### src/rtl/freq_meas_pkg.sv
// -----------------------------------------------------------------------------
// freq_meas_pkg
//   Shared definitions for the frequency-measurement sequencer.
//   DUR_W   : width of a Divider high-phase duration
//   state_t : sequencer states
// -----------------------------------------------------------------------------
package freq_meas_pkg;

   localparam int unsigned DUR_W = 16;

   typedef enum logic [2:0] {
      ST_IDLE,
      ST_CLEAR,
      ST_ARM,
      ST_WAIT,
      ST_ACCUM,
      ST_DONE
   } state_t;

endpackage

### src/rtl/freq_meas_ctrl_sync2.sv
// -----------------------------------------------------------------------------
// sync2
//   Two-flop synchronizer for a single asynchronous bit.
//   clk : destination clock
//   rst : asynchronous active-high reset, output resets to 0
//   d   : asynchronous input
//   q   : synchronized output (2 cycles of latency)
// -----------------------------------------------------------------------------
module sync2 (
   input  logic clk,
   input  logic rst,
   input  logic d,
   output logic q
);

   logic r_meta;
   logic r_q;

   always_ff @(posedge clk or posedge rst) begin
      if (rst) begin
         r_meta <= 1'b0;
         r_q    <= 1'b0;
      end else begin
         r_meta <= d;
         r_q    <= r_meta;
      end
   end

   assign q = r_q;

endmodule

### src/rtl/freq_meas_ctrl.sv
// -----------------------------------------------------------------------------
// freq_meas_ctrl
//   Sequences the external high-phase counter (Divider): gates the synchronized
//   InFreq into it, clears it between samples, accumulates NUM_SAMPLES
//   durations and presents their average over a valid/ready handshake.
//   RefClk/rst            : clock, asynchronous active-high reset
//   start/continuous/abort: batch control
//   InFreq                : raw asynchronous signal under measurement
//   duration/complete     : Divider measurement result
//   gated_freq/div_clr    : Divider input and clear
//   result/result_valid/result_ready/timeout_err : averaged result handshake
//   busy                  : high whenever not idle
// -----------------------------------------------------------------------------
module freq_meas_ctrl
   import freq_meas_pkg::*;
#(
   parameter int unsigned LOG2_SAMPLES   = 2,
   parameter int unsigned TIMEOUT_CYCLES = 50000,
   parameter int unsigned TO_W           = 16
) (
   input  logic             RefClk,
   input  logic             rst,
   input  logic             start,
   input  logic             continuous,
   input  logic             abort,
   input  logic             InFreq,
   input  logic [DUR_W-1:0] duration,
   input  logic             complete,
   output logic             gated_freq,
   output logic             div_clr,
   output logic [DUR_W-1:0] result,
   output logic             result_valid,
   input  logic             result_ready,
   output logic             timeout_err,
   output logic             busy
);

   localparam int unsigned NUM_SAMPLES = 1 << LOG2_SAMPLES;
   localparam int unsigned ACC_W       = DUR_W + LOG2_SAMPLES;
   localparam int unsigned CNT_W       = LOG2_SAMPLES + 1;
   localparam logic [CNT_W-1:0] CNT_LAST = CNT_W'(NUM_SAMPLES - 1);
   localparam logic [TO_W-1:0]  TO_LAST  = TO_W'(TIMEOUT_CYCLES - 1);

   state_t             r_state, w_state_nxt;
   logic               r_meas_en, r_div_clr, r_valid, r_terr, r_busy;
   logic [DUR_W-1:0]   r_result, w_result_nxt;
   logic               w_valid_nxt, w_terr_nxt;
   logic [ACC_W-1:0]   r_acc, w_acc_nxt, w_acc_sum, w_avg;
   logic [CNT_W-1:0]   r_cnt, w_cnt_nxt;
   logic [TO_W-1:0]    r_to_cnt, w_to_nxt;
   logic               w_sync;

   sync2 u_sync (
      .clk (RefClk),
      .rst (rst),
      .d   (InFreq),
      .q   (w_sync)
   );

   assign w_acc_sum = r_acc + ACC_W'(duration);
   assign w_avg     = w_acc_sum >> LOG2_SAMPLES;

   always_ff @(posedge RefClk or posedge rst) begin
      if (rst) begin
         r_state   <= ST_IDLE;
         r_meas_en <= 1'b0;
         r_div_clr <= 1'b1;
         r_busy    <= 1'b0;
         r_result  <= '0;
         r_valid   <= 1'b0;
         r_terr    <= 1'b0;
         r_acc     <= '0;
         r_cnt     <= '0;
         r_to_cnt  <= '0;
      end else begin
         r_state   <= w_state_nxt;
         // Outputs are decoded from the next state so they line up with r_state
         r_meas_en <= (w_state_nxt == ST_WAIT);
         r_div_clr <= (w_state_nxt == ST_IDLE) || (w_state_nxt == ST_CLEAR);
         r_busy    <= (w_state_nxt != ST_IDLE);
         r_result  <= w_result_nxt;
         r_valid   <= w_valid_nxt;
         r_terr    <= w_terr_nxt;
         r_acc     <= w_acc_nxt;
         r_cnt     <= w_cnt_nxt;
         r_to_cnt  <= w_to_nxt;
      end
   end

   always_comb begin
      w_state_nxt  = r_state;
      w_result_nxt = r_result;
      w_valid_nxt  = r_valid;
      w_terr_nxt   = r_terr;
      w_acc_nxt    = r_acc;
      w_cnt_nxt    = r_cnt;
      // Held at zero outside WAIT, so every WAIT entry starts a fresh timeout
      w_to_nxt     = '0;

      if (abort) begin
         w_state_nxt = ST_IDLE;
         w_valid_nxt = 1'b0;
         w_acc_nxt   = '0;
         w_cnt_nxt   = '0;
      end else begin
         case (r_state)
            ST_IDLE: begin
               if (start) begin
                  w_state_nxt = ST_CLEAR;
                  w_acc_nxt   = '0;
                  w_cnt_nxt   = '0;
               end
            end
            ST_CLEAR: w_state_nxt = ST_ARM;
            ST_ARM: begin
               // Only open the gate while low so Divider never sees a truncated high phase
               if (!w_sync) w_state_nxt = ST_WAIT;
            end
            ST_WAIT: begin
               w_to_nxt = r_to_cnt + TO_W'(1);
               if (complete) begin
                  w_state_nxt = ST_ACCUM;
               end else if (r_to_cnt == TO_LAST) begin
                  w_state_nxt  = ST_DONE;
                  w_valid_nxt  = 1'b1;
                  w_terr_nxt   = 1'b1;
                  w_result_nxt = '0;
               end
            end
            ST_ACCUM: begin
               w_acc_nxt = w_acc_sum;
               w_cnt_nxt = r_cnt + CNT_W'(1);
               if (r_cnt == CNT_LAST) begin
                  w_state_nxt  = ST_DONE;
                  w_valid_nxt  = 1'b1;
                  w_terr_nxt   = 1'b0;
                  w_result_nxt = DUR_W'(w_avg);
               end else begin
                  w_state_nxt = ST_CLEAR;
               end
            end
            ST_DONE: begin
               if (result_ready) begin
                  w_valid_nxt = 1'b0;
                  if (continuous) begin
                     w_state_nxt = ST_CLEAR;
                     w_acc_nxt   = '0;
                     w_cnt_nxt   = '0;
                  end else begin
                     w_state_nxt = ST_IDLE;
                  end
               end
            end
            default: w_state_nxt = ST_IDLE;
         endcase
      end
   end

   assign gated_freq   = w_sync & r_meas_en;
   assign div_clr      = r_div_clr;
   assign result       = r_result;
   assign result_valid = r_valid;
   assign timeout_err  = r_terr;
   assign busy         = r_busy;

endmodule
### config.mk
export PLATFORM = sky130hd
export DESIGN_NAME = freq_meas_ctrl
export DESIGN_NICKNAME = d
export VERILOG_FILES = /design/src/rtl/freq_meas_pkg.sv /design/src/rtl/freq_meas_ctrl_sync2.sv /design/src/rtl/freq_meas_ctrl.sv
export SDC_FILE = /design/constraint.sdc
export NUM_CORES = 1
export LEC_CHECK = 0
export CAP_MARGIN = 30
export CORE_ASPECT_RATIO = 1.75
export CORE_MARGIN = 3
export CORE_UTILIZATION = 35
export CTS_CLUSTER_DIAMETER = 100
export DETAILED_ROUTE_END_ITERATION = 8
export HOLD_SLACK_MARGIN = 0.08
export PLACE_DENSITY = 0.6
export SLEW_MARGIN = 20
export SYNTH_ARGS = -nofsm -noshare
export SYNTH_HDL_FRONTEND = slang
export SYNTH_SLANG_ARGS = --single-unit
### constraint.sdc
create_clock -name RefClk -period 4 [get_ports RefClk]
set_clock_uncertainty 0.05 [all_clocks]
set_input_delay 0.6 -clock RefClk [delete_from_list [all_inputs] [get_ports RefClk]]
set_output_delay 0.6 -clock RefClk [all_outputs]
set_load 0.1 [all_outputs]
# Word-level counts from Yosys, hierarchy flattened
# Index checks and enable logic that the tools add are counted.
# classes
add_sub_neg,3
eq_ne,18
n_mux,33
n_bitwise,2
n_reduce_logical,10
# ops
operator,n
2-to-1 mux 16 bit,5
2-to-1 mux 18 bit,4
case mux 18 bit (3 select lines),1
2-to-1 mux 3 bit,11
case mux 16 bit (2 select lines),1
adder 18 x 16 -> 18 bit,1
"!= test 3 bit, second input constant",6
case mux 3 bit (6 select lines),1
"adder 16 x 1 -> 16 bit, second input constant",1
"equality test 16 bit, second input constant",1
"equality test 3 x 2 -> 1 bit, second input constant",4
AND reduction 5 bit,2
case mux 3 bit (3 select lines),1
nonzero test 4 bit,2
2-to-1 mux 1 bit,7
"equality test 3 x 1 -> 1 bit, second input constant",2
"equality test 3 bit, second input constant",2
logical NOT 3 bit,2
"!= test 2 bit, second input constant",3
AND reduction 4 bit,1
"adder 3 x 1 -> 3 bit, second input constant",1
case mux 1 bit (3 select lines),1
nonzero test 3 bit,1
case mux 1 bit (2 select lines),1
4 further kinds,4
# word_totals
ff_bits,63
output_inout_bits,21
elab_cells,78

# Logic depth before layout (Yosys ltp)
# logic_depth
word_depth,7
depth_mapped,9
mapped_depth_nobuf,8

# By module
# Synthesis repeated with hierarchy kept, for this count alone.
# unflattened
hier_cells,379
area_unflattened_um2,3533.4
# by_module_without_submodules
mod,instances,cells_per_inst,area_each_um2
freq_meas_ctrl,1,376,3479.6
sync2,1,3,53.8

# Least setup slack after synthesis
# OpenSTA, ideal clock, no wires.
# synth_path
path_type,input-to-reg
start,in duration[0]
end,reg r_result[14] (netlist: result[14])
setup_time_ps,129
t_arrival_ps,2501
required_time_ps,3821
slack_ps,1320
stages,8
path_buffers,0
cell_sequence,ha_1 > fa_1 > a211oi_1 > o21ai_0 > and4_1 > o32ai_1 > mux2i_1 > o21ai_0
# synth_via
elab_chain_len,3
# synth_rtl
element,line_no,text
from (decl),freq_meas_ctrl.sv:27,"input logic [DUR_W-1:0] duration,"
adder 18 x 16 -> 18 bit,freq_meas_ctrl.sv:60,assign w_acc_sum = r_acc + ACC_W'(duration);
2-to-1 mux 16 bit,freq_meas_ctrl.sv:133,if (r_cnt == CNT_LAST) begin
case mux 16 bit (2 select lines),freq_meas_ctrl.sv:106,case (r_state)
to (signal assigned),freq_meas_ctrl.sv:81,r_result <= w_result_nxt;
to (decl),freq_meas_ctrl.sv:46,"logic [DUR_W-1:0] r_result, w_result_nxt;"
# Every way passes these cells. The select of a mux whose other input is x is not followed.
# A chain may end at the register's enable or synchronous reset.

# Final worst setup path
# Ends and elaborated chain as after synthesis.

==> flow_summary.ini <==
[outcome]
outcome = completed

[grt]
grt_remaining_overflow = 0
grt_antenna_before_repair = 0
pin_count_of_the_biggest_net_entering_global_routing = 41
first_pass_grt_wire_length_mm = 15.6
vias_in_the_first_global_route = 3228
groute.usage.overall_pct = 16.6

[worst_setup_path]
worstPathRequired_ns = 4.16
timing.critical_path.fanout_max = 3
timing.critical_path.to_type = register
path_class = input pin to register
nature_of_the_critical_path_startpoint = input pin
timing.critical_path.arrival_ns = 3.22

[clock_network]
post_cts.repair.setup_buffers = 0
cts_root_buf = sky130_fd_sc_hd__clkbuf_16
tritoncts = done
htree_num_levels = 3
post_cts.resized_instances = 0
clk_latency_ns = 0.33
inserted_clock_buffers = 9
cts_hold_repair.buffers = 0
numClockSinks = 63
clk_transition_reported_paths_ns = 0.06
cts_max_path_buffers = 2

[synthesis]
synthDominantAreaCellType = sky130_fd_sc_hd__dfrtp_1
syn-mean-instance-area_um2 = 9.12
syn-cell-area_um2 = 3670
ys_async_sr_fraction_pct = 100
synth_cells = 403
synth_top_area_share_pct = 42.2
dominantRegCellSynth = sky130_fd_sc_hd__dfrtp_1
synth.yosys.warnings = 0
synth_sequential_area_ratio_pct = 42.9
synth.ff_latch_count = 63
ys_types = 56
synth_enable_flop_cells = 0
ys_top_cells_by_area = sky130_fd_sc_hd__dfrtp_1 42%, sky130_fd_sc_hd__ha_1 6.5%, sky130_fd_sc_hd__nand2_1 5.2%
synthesis.nets = 447

[detailed_routing]
drtAntennaViolNets = 0
drt_drc_violations_left = 0
detailroute.via_count = 3062
detail_route.wirelength_mm = 9.26
route.detailed.vias_per_inst = 5.33
routed_wire_length_per_instance_um = 16.1
detail_route.iter0.violations = 116
detail_route.first_pass.iterations = 4

[sta]
min_period_over_period_pct = 76.5
period_minus_slack_ns = 3.06
final-setup-viol-count = 0
grt_setup_unrepaired = false
max_slew_margin_pct = 34.7
timing.final.max_slew_violations = 0
worstMarginPinSlew_ns = 0.976
timing.final.ws_setup_ns = 0.940
fin_setup_tns_ns = 0
final_hold_viol_count = 0
max_freq_ghz = 0.327

[layout]
layout.cells.most_common_list = 62 x sky130_fd_sc_hd__dfrtp_1, 51 x sky130_fd_sc_hd__nand2_1, 44 x sky130_fd_sc_hd__clkdlybuf4s50_1
insertedDiodeCount = 0
flow.area_growth_from_synthesis_pct = 24.8
nFillCells = 947
mostFrequentLayoutCell = sky130_fd_sc_hd__dfrtp_1
finish.net_count = 489
layout_cells_sized_above_1_pct = 7.56

[floorplan]
design.die.area_um2 = 11800
die_w_um = 83.4
fp.dieH_um = 142
pin_count = 45
core.rowCount = 48
floorplan.initialDensity_pct = 36.6
core_um2 = 10000

[placement]
detailedPlace.worstSlack_ns = 0.614
gp_congestion = 0.925
io_buffers = 44
hpwlAfterDp_mm = 6.74

[power]
worst_ir_drop_vdd_mv = 0.293
pwr_density_cell_nw_per_um2 = 420
power_leakage_nw = 2.00

[flow_run]
maxCapViolations = 0

[min_path]
worst_hold_path_type = register to register
[metal layers]
layer	routed length, um	global-route usage, %	vias to the layer above
li1	-	-	1515
met4	320	9.24	0
met2	5130	31.6	52
met1	3510	16.4	1475
met3	297	3.31	20
met5	0	0	-
[synth_stat cells (4+ instances only)]
cell type / number
sky130_fd_sc_hd__a21o_1: 8
sky130_fd_sc_hd__a21oi_1: 29
sky130_fd_sc_hd__a22oi_1: 4
sky130_fd_sc_hd__and2_1: 4
sky130_fd_sc_hd__and3_1: 4
sky130_fd_sc_hd__clkbuf_1: 15
sky130_fd_sc_hd__dfrtp_1: 62
sky130_fd_sc_hd__ha_1: 19
sky130_fd_sc_hd__inv_1: 10
sky130_fd_sc_hd__nand2_1: 51
sky130_fd_sc_hd__nand2b_1: 4
sky130_fd_sc_hd__nand3_1: 17
sky130_fd_sc_hd__nor2_1: 43
sky130_fd_sc_hd__nor2b_1: 4
sky130_fd_sc_hd__nor3_1: 8
sky130_fd_sc_hd__o211ai_1: 5
sky130_fd_sc_hd__o21a_1: 12
sky130_fd_sc_hd__o21ai_0: 25
sky130_fd_sc_hd__o21bai_1: 4
sky130_fd_sc_hd__or3_1: 6
sky130_fd_sc_hd__xnor2_1: 10
sky130_fd_sc_hd__xor2_1: 10
[sequential cells by signal, indices dropped and copies added, names as in the netlist]
name	cells
r_acc	18
r_to_cnt	16
result	16
r_cnt	3
r_state	3
busy	1
div_clr	1
r_meas_en	1
result_valid	1
timeout_err	1
u_sync.q	1
u_sync.r_meta	1
[where the power goes]
| group | total, W | switching, W | leakage, nW | internal [W] |
|---|---|---|---|---|
| Combinational | 0.000285 | 0.000202 | 0.957 | 0.0000822 |
| Clock | 0.000966 | 0.000293 | 0.176 | 0.000673 |
| Sequential | 0.000674 | 0.0000145 | 0.865 | 0.000660 |
| Total | 0.00193 | 0.000510 | 2.00 | 0.00142 |
[worst max-delay path, cell delays in order]
cell and delay [ns]:
sky130_fd_sc_hd__clkdlybuf4s50_1 0.41, sky130_fd_sc_hd__ha_1 0.23, sky130_fd_sc_hd__fa_1 0.45, sky130_fd_sc_hd__a211oi_1 0.38, sky130_fd_sc_hd__o21ai_0 0.20, sky130_fd_sc_hd__and4_1 0.26
sky130_fd_sc_hd__o32ai_1 0.32, sky130_fd_sc_hd__mux2i_1 0.26, sky130_fd_sc_hd__o21ai_0 0.12
[stage by stage]
step	area [um2]	hold WS (ns)	instances	total power, W	utilization (%)
floorplan	3670	0.281	403	0.000885	-
global placement	4210	0.285	559	0.000970	42.0
detailed placement	4210	0.299	559	0.000974	42.0
CTS	4580	0.311	575	0.00195	45.7
global route	4580	0.315	575	0.00200	45.7
finish	4580	0.305	575	0.00193	45.7
[path summary, 6_finish.rpt]
check	from	to	slack, ns	depth (start not counted)
worst max-delay path	duration[0]	result[14]$_DFFE_PP0P_	0.94	9
worst min-delay path	u_sync.r_meta$_DFF_PP0_	u_sync.q$_DFF_PP0_	0.30	0
worst max register to register	r_acc[0]$_DFFE_PP0P_	result[14]$_DFFE_PP0P_	1.27	8
worst min register to register	u_sync.r_meta$_DFF_PP0_	u_sync.q$_DFF_PP0_	0.30	0
max in group asynchronous	rst	div_clr$_DFF_PP1_	2.39	3
min in group asynchronous	rst	r_acc[1]$_DFFE_PP0P_	0.58	2
[layout make-up]
class / count / area, um2 / share of cell area (%)
inverter: 10 / 37.5 / 0.819
clock buffer: 9 / 225 / 4.91
tap: 125 / 156 / 3.41
clock inverter: 7 / 145 / 3.17
timing repair buffer: 50 / 485 / 10.6
sequential: 63 / 1580 / 34.4
multi-input combinational: 311 / 1960 / 42.7
[kinds of logic (layout without fill, tap and decap cells)]
logic type	Yosys count	after routing	synth area share, %
simple gates	157	157	20.7
compound gates	112	112	20.2
flops	63	63	42.9
buf+inv	29	76	3.78
fa+ha+maj	20	20	7.02
xor+xnor	20	20	4.77
mux	2	2	0.579
No activity file was read; power rests on OpenSTA's default activity.
==> variant, RTL diff (config.mk and constraints unchanged) <==
The parameter `LOG2_SAMPLES` goes from 2 to 1.
--- a/src/rtl/freq_meas_ctrl.sv
+++ b/src/rtl/freq_meas_ctrl.sv
@@ -15,5 +15,5 @@
    import freq_meas_pkg::*;
 #(
-   parameter int unsigned LOG2_SAMPLES   = 2,
+   parameter int unsigned LOG2_SAMPLES   = 1,
    parameter int unsigned TIMEOUT_CYCLES = 50000,
    parameter int unsigned TO_W           = 16
Function: changed (Yosys sat finds a counterexample within 10 cycles, from zero or initial values and one cycle with rst high).
==> variant against the original RTL <==
  * Design area fell by 5.9%
  * First-iteration DRC count rose by 14%
  * Sequential cell count fell by 2
  * Largest power group unchanged
  * Synthesized area fell by 7.0%
  * Setup slack improved by 310 ps
  * Wire length fell by 6.9%
  * Critical endpoint is now result[13]
  * Power fell by 19%
  * Sequential power fell by 4.9%
  * Fmax rose by 11%
==> variant: results (changes against the original RTL) <==
stage	metric	value	unit	change
global_routing	first-pass GRT wire length	14400	µm	was 15600 µm
placed_design	Port Buffers	44		unchanged
synth	Adder-Cell Fraction of Synth Area	7.18	%	was 7.02%
global_routing	largest net degree at the start of global routing	46		was 41
synth	Synth async-reset ratio	100	%	unchanged
clocking	CTS root buffer	clkbuf_16		unchanged
synth	largest cells by area after synthesis	dfrtp_1, ha_1, nand2_1		unchanged
synth	Mapped Nets	409		was 447
finish	fraction of layout cells with a size suffix above 1	8.33	%	was 7.56%
synth	xor/xnor cell area share of the yosys netlist	5.90	%	was 4.77%
clocking	clk_lat worst skew	330	ps	about the same
routing	routed wire length per instance	15.9	µm	was 16.1 µm
finish	max FFs per register	17		was 18
placed_design	Placed Instance Area	4000	µm²	was 4210 µm²
timing	Slew headroom	34.7	%	about the same
clocking	Resize count post-CTS	0		unchanged
finish	Final nets	458		was 489
worst_setup_path	Crit Path Max Fanout	4		was 3
synth	mux share of post-synthesis cell area	0.586	%	was 0.579%
synth	Synth top cells by count	dfrtp_1, nand2_1, a21oi_1, o21ai_0, nor2_1		was dfrtp_1, nand2_1, nor2_1, a21oi_1, o21ai_0
synth	sequential fraction of the synthesis area	44.7	%	was 42.9%
synth	compound-cell area share of the yosys netlist	17.8	%	was 20.2%
routing	starting DRC count in detailed routing	132		was 116
pwr	leakage	0.00179	µW	was 0.00200 µW
placed_design	Placer Congestion	0.928		was 0.925
routing	vias per cell	5.26		was 5.33
pwr	Peak VDD IR	0.212	mV	was 0.293 mV
placed_design	DP HPWL	6680	µm	was 6740 µm
clocking	CTS H-tree depth	3		unchanged
run_status	status	finished clean		unchanged
global_routing	Total GRT Usage	17.1	%	was 16.6%
synth	synth unique cells	52		was 56
global_routing	initial antenna violation count	0		unchanged
finish	Fill cells	940		was 947
worst_setup_path	Worst EP arrival	2900	ps	was 3220 ps
global_routing	vias in the first global route	2943		was 3228
finish	Biggest register	r_acc		unchanged
clocking	Clock transition at path regs	60	ps	about the same
==> variant: changes by cell type in the layout (fill, tap and decap cells not counted), sizes merged, moves of 5 or more <==
cell | unedited run | this run
o21ai | 26 | 31
a22o | 0 | 6
a21oi | 29 | 35
nor2 | 43 | 27
nor3 | 8 | 3
o21a | 12 | 6
a21o | 8 | 1
==> variant: worst max-delay path: stages <==
cell             delay [ps]
clkdlybuf4s50_1         460
ha_1                    160
inv_1                    60
fa_1                    390
nand2b_1                180
a21oi_1                 280
o21ai_0                 230
a41o_1                  250
xor2_1                  170
o21ai_0                 110
==> variant: routing by layer <==
layer / global-route usage [%] / part of all wire, %
met1: 18.1 / 39
met4: 6.95 / 2.1
met3: 2.77 / 2.5
met2: 32.6 / 56
met5: 0 / 0
==> variant: per-stage QoR <==
step,power [µW],setup WS [ps],instances
2_1_floorplan,756,1650,366
3_3_place_gp,815,997,524
3_5_place_dp,817,898,525
4_1_cts,1580,1260,541
5_1_grt,1630,1030,542
6_report,1570,1250,542
==> variant: cell type report <==
cell class | count | area [µm²] | share of cell area (%)
inverters | 13 | 48.8 | 1.13
clock buffers | 10 | 229 | 5.31
clock inverters | 6 | 63.8 | 1.48
repair buffers | 50 | 505 | 11.7
flip-flops and latches | 61 | 1530 | 35.4
multi-input cells | 280 | 1790 | 41.4
well taps | 122 | 153 | 3.54
==> variant: logic make-up after synthesis <==
group                    Yosys count
AND/OR/NAND/NOR                  137
adder cells (fa/ha/maj)           19
buffers and inverters             25
AO/OA/AOI/OAI                     99
XOR/XNOR                          23
flip-flops                        61
multiplexers                       2
==> variant: path summary, 6_finish.rpt <==
check                        endpoint  depth (start not counted)           from  slack, ps
max reg2reg                result[13]                          9       r_acc[0]       1640
min reg2reg                  u_sync.q                          0  u_sync.r_meta        290
max                        result[13]                         10    duration[0]       1250
min                          u_sync.q                          0  u_sync.r_meta        290
min in group asynchronous    r_acc[3]                          2            rst        460
max in group asynchronous  result[13]                          4            rst       2790
==> variant: report_power, final <==
group,internal [µW],total [µW],switching (µW),leakage [µW]
clock,480,761,281,0.000138
combinational,60.1,166,106,0.000815
sequential,628,641,12.2,0.000840
total,1170,1570,399,0.00179
